==> config.mk <==
export PLATFORM = sky130hd
export DESIGN_NAME = contador_descendente
export DESIGN_NICKNAME = d
export VERILOG_FILES = /design/src/rtl/contador_pkg.sv /design/src/rtl/contador_descendente.sv
export SDC_FILE = /design/constraint.sdc
export NUM_CORES = 1
export LEC_CHECK = 0
export BUFFER_PORTS_ARGS = -buffer_cell sky130_fd_sc_hd__clkbuf_2
export CORE_ASPECT_RATIO = 1.75
export CORE_UTILIZATION = 30
export DETAILED_ROUTE_END_ITERATION = 12
export PLACE_DENSITY = 0.54
export SLEW_MARGIN = 20
export SYNTH_ARGS = -nofsm -noshare
export SYNTH_HDL_FRONTEND = slang
export SYNTH_SLANG_ARGS = --single-unit
==> constraint.sdc <==
create_clock -name iclk -period 2.51 [get_ports iclk]
set_input_delay 0.6275 -clock iclk [delete_from_list [all_inputs] [get_ports iclk]]
set_output_delay 0.6275 -clock iclk [all_outputs]
set_load 0.1 [all_outputs]
==> src/rtl/contador_pkg.sv <==
// Shared types and defaults for the loadable down-counter/timer.
package contador_pkg;

  localparam int unsigned CNT_WIDTH_DEF = 4;

  typedef enum logic [1:0] {
    IDLE = 2'd0,
    RUN  = 2'd1,
    DONE = 2'd2
  } state_e;

endpackage : contador_pkg

==> src/rtl/contador_descendente.sv <==
// Loadable down-counter/timer with clock enable, one-cycle terminal-count
// pulse and optional periodic reload.
module contador_descendente
  import contador_pkg::*;
#(
  parameter int unsigned WIDTH       = CNT_WIDTH_DEF,
  parameter int unsigned AUTO_RELOAD = 0
) (
  input  logic             iclk,
  input  logic             irst_n,
  input  logic             iCE,
  input  logic             iLoad,
  input  logic [WIDTH-1:0] iValor,
  input  logic             iStart,
  input  logic             iStop,
  output logic [WIDTH-1:0] oSalidas,
  output logic             oBusy,
  output logic             oTC,
  output logic             oDone
);

  state_e           state_q, state_d;
  logic [WIDTH-1:0] count_q, count_d;
  logic [WIDTH-1:0] reload_q, reload_d;
  logic             tc_q, tc_d;
  logic             busy_q, busy_d;
  logic             done_q, done_d;
  logic             start_prev_q;
  logic             start_edge;

  // Start acts on its rising edge so a held strobe cannot retrigger from DONE.
  assign start_edge = iStart & ~start_prev_q;

  // State, count and registered outputs.
  always_ff @(posedge iclk or negedge irst_n) begin
    if (!irst_n) begin
      state_q      <= IDLE;
      count_q      <= '0;
      reload_q     <= '0;
      tc_q         <= 1'b0;
      busy_q       <= 1'b0;
      done_q       <= 1'b0;
      start_prev_q <= 1'b0;
    end else begin
      state_q      <= state_d;
      count_q      <= count_d;
      reload_q     <= reload_d;
      tc_q         <= tc_d;
      busy_q       <= busy_d;
      done_q       <= done_d;
      start_prev_q <= iStart;
    end
  end

  // Next state / next count; priority is load > stop > start > enable.
  always_comb begin
    state_d  = state_q;
    count_d  = count_q;
    reload_d = reload_q;
    tc_d     = 1'b0;

    if (iLoad) begin
      count_d  = iValor;
      reload_d = iValor;
      state_d  = IDLE;
    end else if (iStop) begin
      state_d = IDLE;
    end else begin
      case (state_q)
        IDLE: begin
          if (start_edge) begin
            if (count_q != '0) begin
              state_d = RUN;
            end else begin
              tc_d    = 1'b1;
              state_d = DONE;
            end
          end
        end
        RUN: begin
          if (iCE) begin
            if (count_q > WIDTH'(1)) begin
              count_d = count_q - WIDTH'(1);
            end else begin
              tc_d = 1'b1;
              if ((AUTO_RELOAD != 0) && (reload_q != '0)) begin
                count_d = reload_q;
              end else begin
                count_d = '0;
                state_d = DONE;
              end
            end
          end
        end
        DONE: begin
          if (start_edge) begin
            count_d = reload_q;
            if (reload_q != '0) begin
              state_d = RUN;
            end else begin
              tc_d = 1'b1;
            end
          end
        end
        default: begin
          state_d = IDLE;
        end
      endcase
    end

    busy_d = (state_d == RUN);
    done_d = (state_d == DONE);
  end

  assign oSalidas = count_q;
  assign oBusy    = busy_q;
  assign oTC      = tc_q;
  assign oDone    = done_q;

endmodule : contador_descendente

==> impl_metrics.csv, run 1 <==
group,metric,value,unit
timing,hold_ws,0.273,ns
global_route,grt_pass1_vias,695,
critical_path,critPathArrivalTime,1.21,ns
pwr,finalPower,0.718,mW
clock_network,htreeDepth,1,
global_route,grt_overflow_total,0,
critical_path,critPathTopFamily,"buffers and inverters",
clock_network,worst_skew_pair.late_latency,0.25,ns
route,wl_met2,1.02,mm
critical_path,crit_chain,"clkbuf_2",
critical_path,crit_start,"oSalidas[2]",
place,dpl.cell_count,113,
pwr,irDropWorstVdd,0.425,mV
outcome,status,"completed",
floorplan,io_pins,17,
timing,tns,0,ns
cells_and_area,area_delta_synth_final,17.7,%
cells_and_area,utilization,37.4,%
global_route,grt_max_degree,17,
cells_and_area,drive_above_1_share,34.1,%
global_route,grt_pass1_wl,3.19,mm
timing,rsz0062_at_grt,"no",
cells_and_area,n_antenna_cell,0,
timing,fin_crit,1.84,ns
run,drv_cap,0,
global_route,grt_antenna_before_repair,0,
critical_path,cp-end-kind,"primary output",
cells_and_area,final_cells,117,
timing,fin_crit_sh,73.4,%
floorplan,die_w,40.8,um
clock_network,clockBufferDepth,2,
route,avgViaCountPerCell,5.60,
route,dr.max_layer_used,"met4",
logic_synthesis,synth.avg_cell_area,10.7,um2
critical_path,worstPathRequired,1.88,ns
timing,hold_viol_final,0,
cells_and_area,fillCellCount,263,
logic_synthesis,synth-edff-count,0,
pwr,pwr_density_cell,771,nW/um2
timing,skew,0.00235,ns
cells_and_area,layout_commonest_cell,"clkbuf_2",
logic_synthesis,yosysWarnings,0,
clock_network,holdBufCountCts,0,
logic_synthesis,ys_seq_area_share,44.2,%
clock_network,cts_tree,"done",
logic_synthesis,synthFlopType,"dfrtp_1",
timing,setup_slack,0.668,ns
clock_network,cts_sinks,14,
min_path,hold_class,"in2async",
logic_synthesis,ys_types,36,
timing,slew_headroom,63.4,%
logic_synthesis,synth_seq_cells,14,
critical_path,crit_path_max_incr_delay,0.50,ns
critical_path,r2r-start,"oSalidas[0]",
critical_path,start_kind,"flip-flop",
floorplan,dieArea,2860,um2
floorplan,std_cell_rows,24,
route,finalWirelength,1.89,mm
clock_network,clk_pin_slew,0.06,ns
logic_synthesis,async_reset_ff_share,100,%
logic_synthesis,syn_nets,86,
place,placed_area,877,um2
clock_network,cts_resized,0,
critical_path,slowest_stage,"clkbuf_2",
route,drt_iter0_drc,31,
place,port_buffers,16,
route,drtAntennaViolNets,0,
place,detailed_place_hpwl,1.42,mm
timing,clock.fmax,543,MHz
cells_and_area,nets,104,
critical_path,criticalPathCategory,"reg2out",
clock_network,root_buffer,"clkbuf_8",
place,place_ws,0.712,ns
clock_network,postCtsSetupRepairBufs,0,
global_route,grt_usage,16.6,%
route,m1WireLength,730,um
logic_synthesis,synthCells,74,
critical_path,r2r_slack,0.68,ns
critical_path,crit_fanout,7,
route,vias,655,
timing,worst_pin_slew,0.544,ns
clock_network,cts_buffers,3,
logic_synthesis,syn_area,792,um2
route,drc,0,
floorplan,coreArea,2490,um2
critical_path,path_buf_inv,1,
route,route.met3.wl,58,um
timing,finalSetupViolCount,0,
route,routedWlPerCell,16.1,um
cells_and_area,finalInstanceArea,932,um2
floorplan,die_h,70.0,um
pwr,power_leakage,0.445,nW
route,drt-pass1-iter-count,4,
place,place_congestion,0.807,
timing,slew_viol_final,0,
floorplan,start_util,31.8,%
cells_and_area,layout_common_cells,"clkbuf_2, dfrtp_1, nor3_1, inv_1",
## synthesized netlist by cell type, drive strengths merged, types with 2 or more instances
cell,n,share of area [%]
nor3,7,4.4
a21oi,2,1.3
o221ai,2,2.2
mux2,3,4.3
a211oi,2,1.9
inv,6,2.8
o21ai,4,2.5
ha,2,3.2
a21o,2,1.9
dfrtp,14,44
buf,2,2.8
o31a,2,2.2
nor2,2,0.95
and2b,3,3.2
## path summary, 6_finish.rpt
check                          endpoint  cells after the start
min in group iclk          start_prev_q                      1
min reg2reg                 reload_q[1]                      1
min                        start_prev_q                      1
max reg2reg                 oSalidas[0]                      6
max                         oSalidas[2]                      1
max in group asynchronous   reload_q[1]                      1
## worst register-to-register path: stages (launching register included)
cell and delay (ns):
dfrtp_1 0.42, inv_1 0.08, ha_1 0.25, or2_2 0.36, a211oi_1 0.35, o221ai_1 0.18
o21ai_0 0.11
## kinds of logic (layout without fill, tap and decap cells)
| group | after synthesis | after routing | synth area share (%) |
|---|---|---|---|
| xor gates and xnor gates | 1 | 1 | 1.11 |
| muxes | 3 | 3 | 4.27 |
| DFF | 14 | 14 | 44.2 |
| adders and majority gates | 2 | 2 | 3.16 |
| AOI/OAI and AO/OA | 21 | 21 | 21.2 |
| and+or+nand+nor | 24 | 24 | 19.7 |
| buffers and inverters | 9 | 26 | 6.32 |
## cell type report
class / instances / area (um2) / share of cell area (%)
timing repair buffer: 16 / 80.1 / 8.59
multi-input combinational: 51 / 392 / 42.0
clock buffer: 4 / 55.1 / 5.91
inverter: 6 / 22.5 / 2.42
tap: 26 / 32.5 / 3.49
sequential: 14 / 350 / 37.6
## routing by layer
metal / up-vias / GRT usage [%]
met3: 7 / 2.86
met4: 0 / 11.5
li1: 309 / -
met2: 14 / 26.7
met5: - / 0
met1: 325 / 17.8
## power breakdown
part / switching, mW / total, mW / internal, mW / leakage [nW]
Combinational: 0.163 / 0.223 / 0.0602 / 0.240
Clock: 0.0890 / 0.228 / 0.139 / 0.0288
Sequential: 0.0215 / 0.267 / 0.246 / 0.176
Total: 0.273 / 0.718 / 0.445 / 0.445
## state kept, by name, summed over array words and instances (netlist names)
| signal | cells |
|---|---|
| oBusy | 1 |
| state_q | 2 |
| start_prev_q | 1 |
| reload_q | 4 |
| oDone | 1 |
| oSalidas | 4 |
| oTC | 1 |
(Power assumes the default switching activity.)
==> run 2, diff against run 1 <==
==> constraint.sdc (replaced) <==
create_clock -name iclk -period 1.9 [get_ports iclk]
set_input_delay 0.475 -clock iclk [delete_from_list [all_inputs] [get_ports iclk]]
set_output_delay 0.475 -clock iclk [all_outputs]
set_load 0.1 [all_outputs]
==> run 2 against run 1 <==
Effect of this change: design area is 1.6% higher; via count rose by 2.1%; critical path depth grew 5; global-route usage shrank 0.92 points; total power increased by 33%; combinational power is 34% higher; worst hold slack worse by 0.15 ns; worst setup slack worse by 0.52 ns; core utilization grew 0.60 points; critical endpoint is now oSalidas[0]; highest routed layer unchanged.
==> impl_metrics.csv, run 2 (synthesis results as in run 1) <==
group,metric,value,unit
cells_and_area,layout_common_cells,"clkbuf_2, dfrtp_1, nor3_1, inv_1",
critical_path,r2r_cells,6,
global_route,met3_usage,3.17,%
floorplan,die_h,70.0,um
clock_network,htreeDepth,1,
cells_and_area,utilization,38.0,%
timing,slew_viol_final,0,
place,dpl.cell_count,114,
floorplan,die_w,40.8,um
timing,tns,0,ns
clock_network,cts_buffers,3,
cells_and_area,layout_commonest_cell,"clkbuf_2",
floorplan,dieArea,2860,um2
cells_and_area,final_cells,118,
place,detailed_place_hpwl,1.48,mm
global_route,grt_pass1_wl,3.10,mm
place,place_congestion,0.916,
route,drt-pass1-iter-count,4,
global_route,met2_usage,24.3,%
timing,fin_crit,1.75,ns
place,place_ws,0.101,ns
min_path,hold_class,"in2async",
clock_network,cts_sinks,14,
route,drtAntennaViolNets,0,
critical_path,critPathArrivalTime,1.90,ns
global_route,grt_pass1_vias,653,
global_route,grt_overflow_total,0,
timing,setup_slack,0.149,ns
timing,fin_crit_sh,92.2,%
critical_path,worstPathRequired,2.05,ns
critical_path,start_kind,"flip-flop",
cells_and_area,drive_above_1_share,38.0,%
timing,clock.fmax,571,MHz
timing,slew_headroom,64.0,%
timing,finalSetupViolCount,0,
timing,worst_pin_slew,0.542,ns
clock_network,worst_skew_pair.late_latency,0.25,ns
run,drv_cap,0,
clock_network,root_buffer,"clkbuf_8",
critical_path,crit_fanout,5,
timing,rsz0062_at_grt,"no",
critical_path,cp-end-kind,"flip-flop",
floorplan,std_cell_rows,24,
clock_network,holdBufCountCts,0,
critical_path,r2r-start,"oSalidas[0]",
route,drc,0,
critical_path,rr_endpoint,"oSalidas[0]",
global_route,grt_usage,15.7,%
global_route,grt_most_used_layer,"met2",
route,avgViaCountPerCell,5.67,
global_route,use_met1,17.0,%
pwr,irDropWorstVdd,0.326,mV
pwr,power_leakage,0.448,nW
cells_and_area,area_delta_synth_final,19.6,%
global_route,grt_antenna_before_repair,0,
clock_network,clk_pin_slew,0.06,ns
route,vias,669,
floorplan,coreArea,2490,um2
outcome,status,"completed",
critical_path,criticalPathCategory,"reg2reg",
route,routedWlPerCell,16.3,um
timing,skew,0.00274,ns
critical_path,r2r_slack,0.15,ns
global_route,grt_max_degree,15,
cells_and_area,nets,105,
floorplan,io_pins,17,
pwr,pwr_density_cell,1010,nW/um2
route,finalWirelength,1.92,mm
clock_network,clockBufferDepth,2,
cells_and_area,fillCellCount,255,
cells_and_area,n_antenna_cell,0,
clock_network,cts_resized,0,
place,port_buffers,16,
clock_network,postCtsSetupRepairBufs,0,
clock_network,cts_tree,"done",
route,drt_iter0_drc,8,
timing,hold_viol_final,0,
floorplan,start_util,31.8,%
## run 2: cell types whose count changed in the layout (fill, tap and decap cells not counted), sizes merged
cell,before,now
buf,0,1
## run 2: stage by stage
| step | hold WS (ns) | instance area, um2 | power (mW) |
|---|---|---|---|
| floorplan | 0.179 | 795 | 0.587 |
| global placement | 0.408 | 887 | 0.655 |
| detailed placement | 0.416 | 887 | 0.657 |
| CTS | 0.151 | 942 | 0.956 |
| global route | 0.152 | 947 | 1.00 |
| finish | 0.126 | 947 | 0.953 |
## run 2: how the worst max path moves through the flow
stage / start / end / slack, ns / cells after the start
2_1_floorplan: oSalidas[0] / oSalidas[0] / 0.01 / 6
3_3_place_gp: oSalidas[1] / oSalidas[0] / 0.11 / 6
3_5_place_dp: oSalidas[0] / oSalidas[0] / 0.10 / 6
4_1_cts: oSalidas[0] / oSalidas[0] / 0.08 / 6
5_1_grt: oSalidas[0] / oSalidas[0] / 0.06 / 6
6_report: oSalidas[0] / oSalidas[0] / 0.15 / 6
## run 2: where the power goes
| group | leakage, nW | internal (mW) | total, mW | switching, mW |
|---|---|---|---|---|
| Combinational | 0.246 | 0.0825 | 0.299 | 0.217 |
| Clock | 0.0288 | 0.184 | 0.297 | 0.113 |
| Sequential | 0.174 | 0.326 | 0.357 | 0.0308 |
| Total | 0.448 | 0.592 | 0.953 | 0.361 |
## run 2: layout make-up
| class | instances | area, um2 | area share (%) |
|---|---|---|---|
| clock buffer | 4 | 55.1 | 5.81 |
| tap | 26 | 32.5 | 3.43 |
| timing repair buffer | 17 | 87.6 | 9.25 |
| inverter | 6 | 22.5 | 2.38 |
| sequential | 14 | 353 | 37.3 |
| multi-input combinational | 51 | 397 | 41.9 |
## run 2: layer usage
metal	share of wire, %	vias to the layer above
met1	35	321
met4	5.1	0
met5	0	-
met2	56	28
met3	3.6	10
li1	-	310
## run 2: worst max-delay path, cell delays in order (launching register included)
cell	delay [ns]
dfrtp_2	0.40
inv_1	0.07
ha_1	0.23
or2_2	0.36
a211oi_2	0.29
o221ai_1	0.19
o21ai_0	0.12
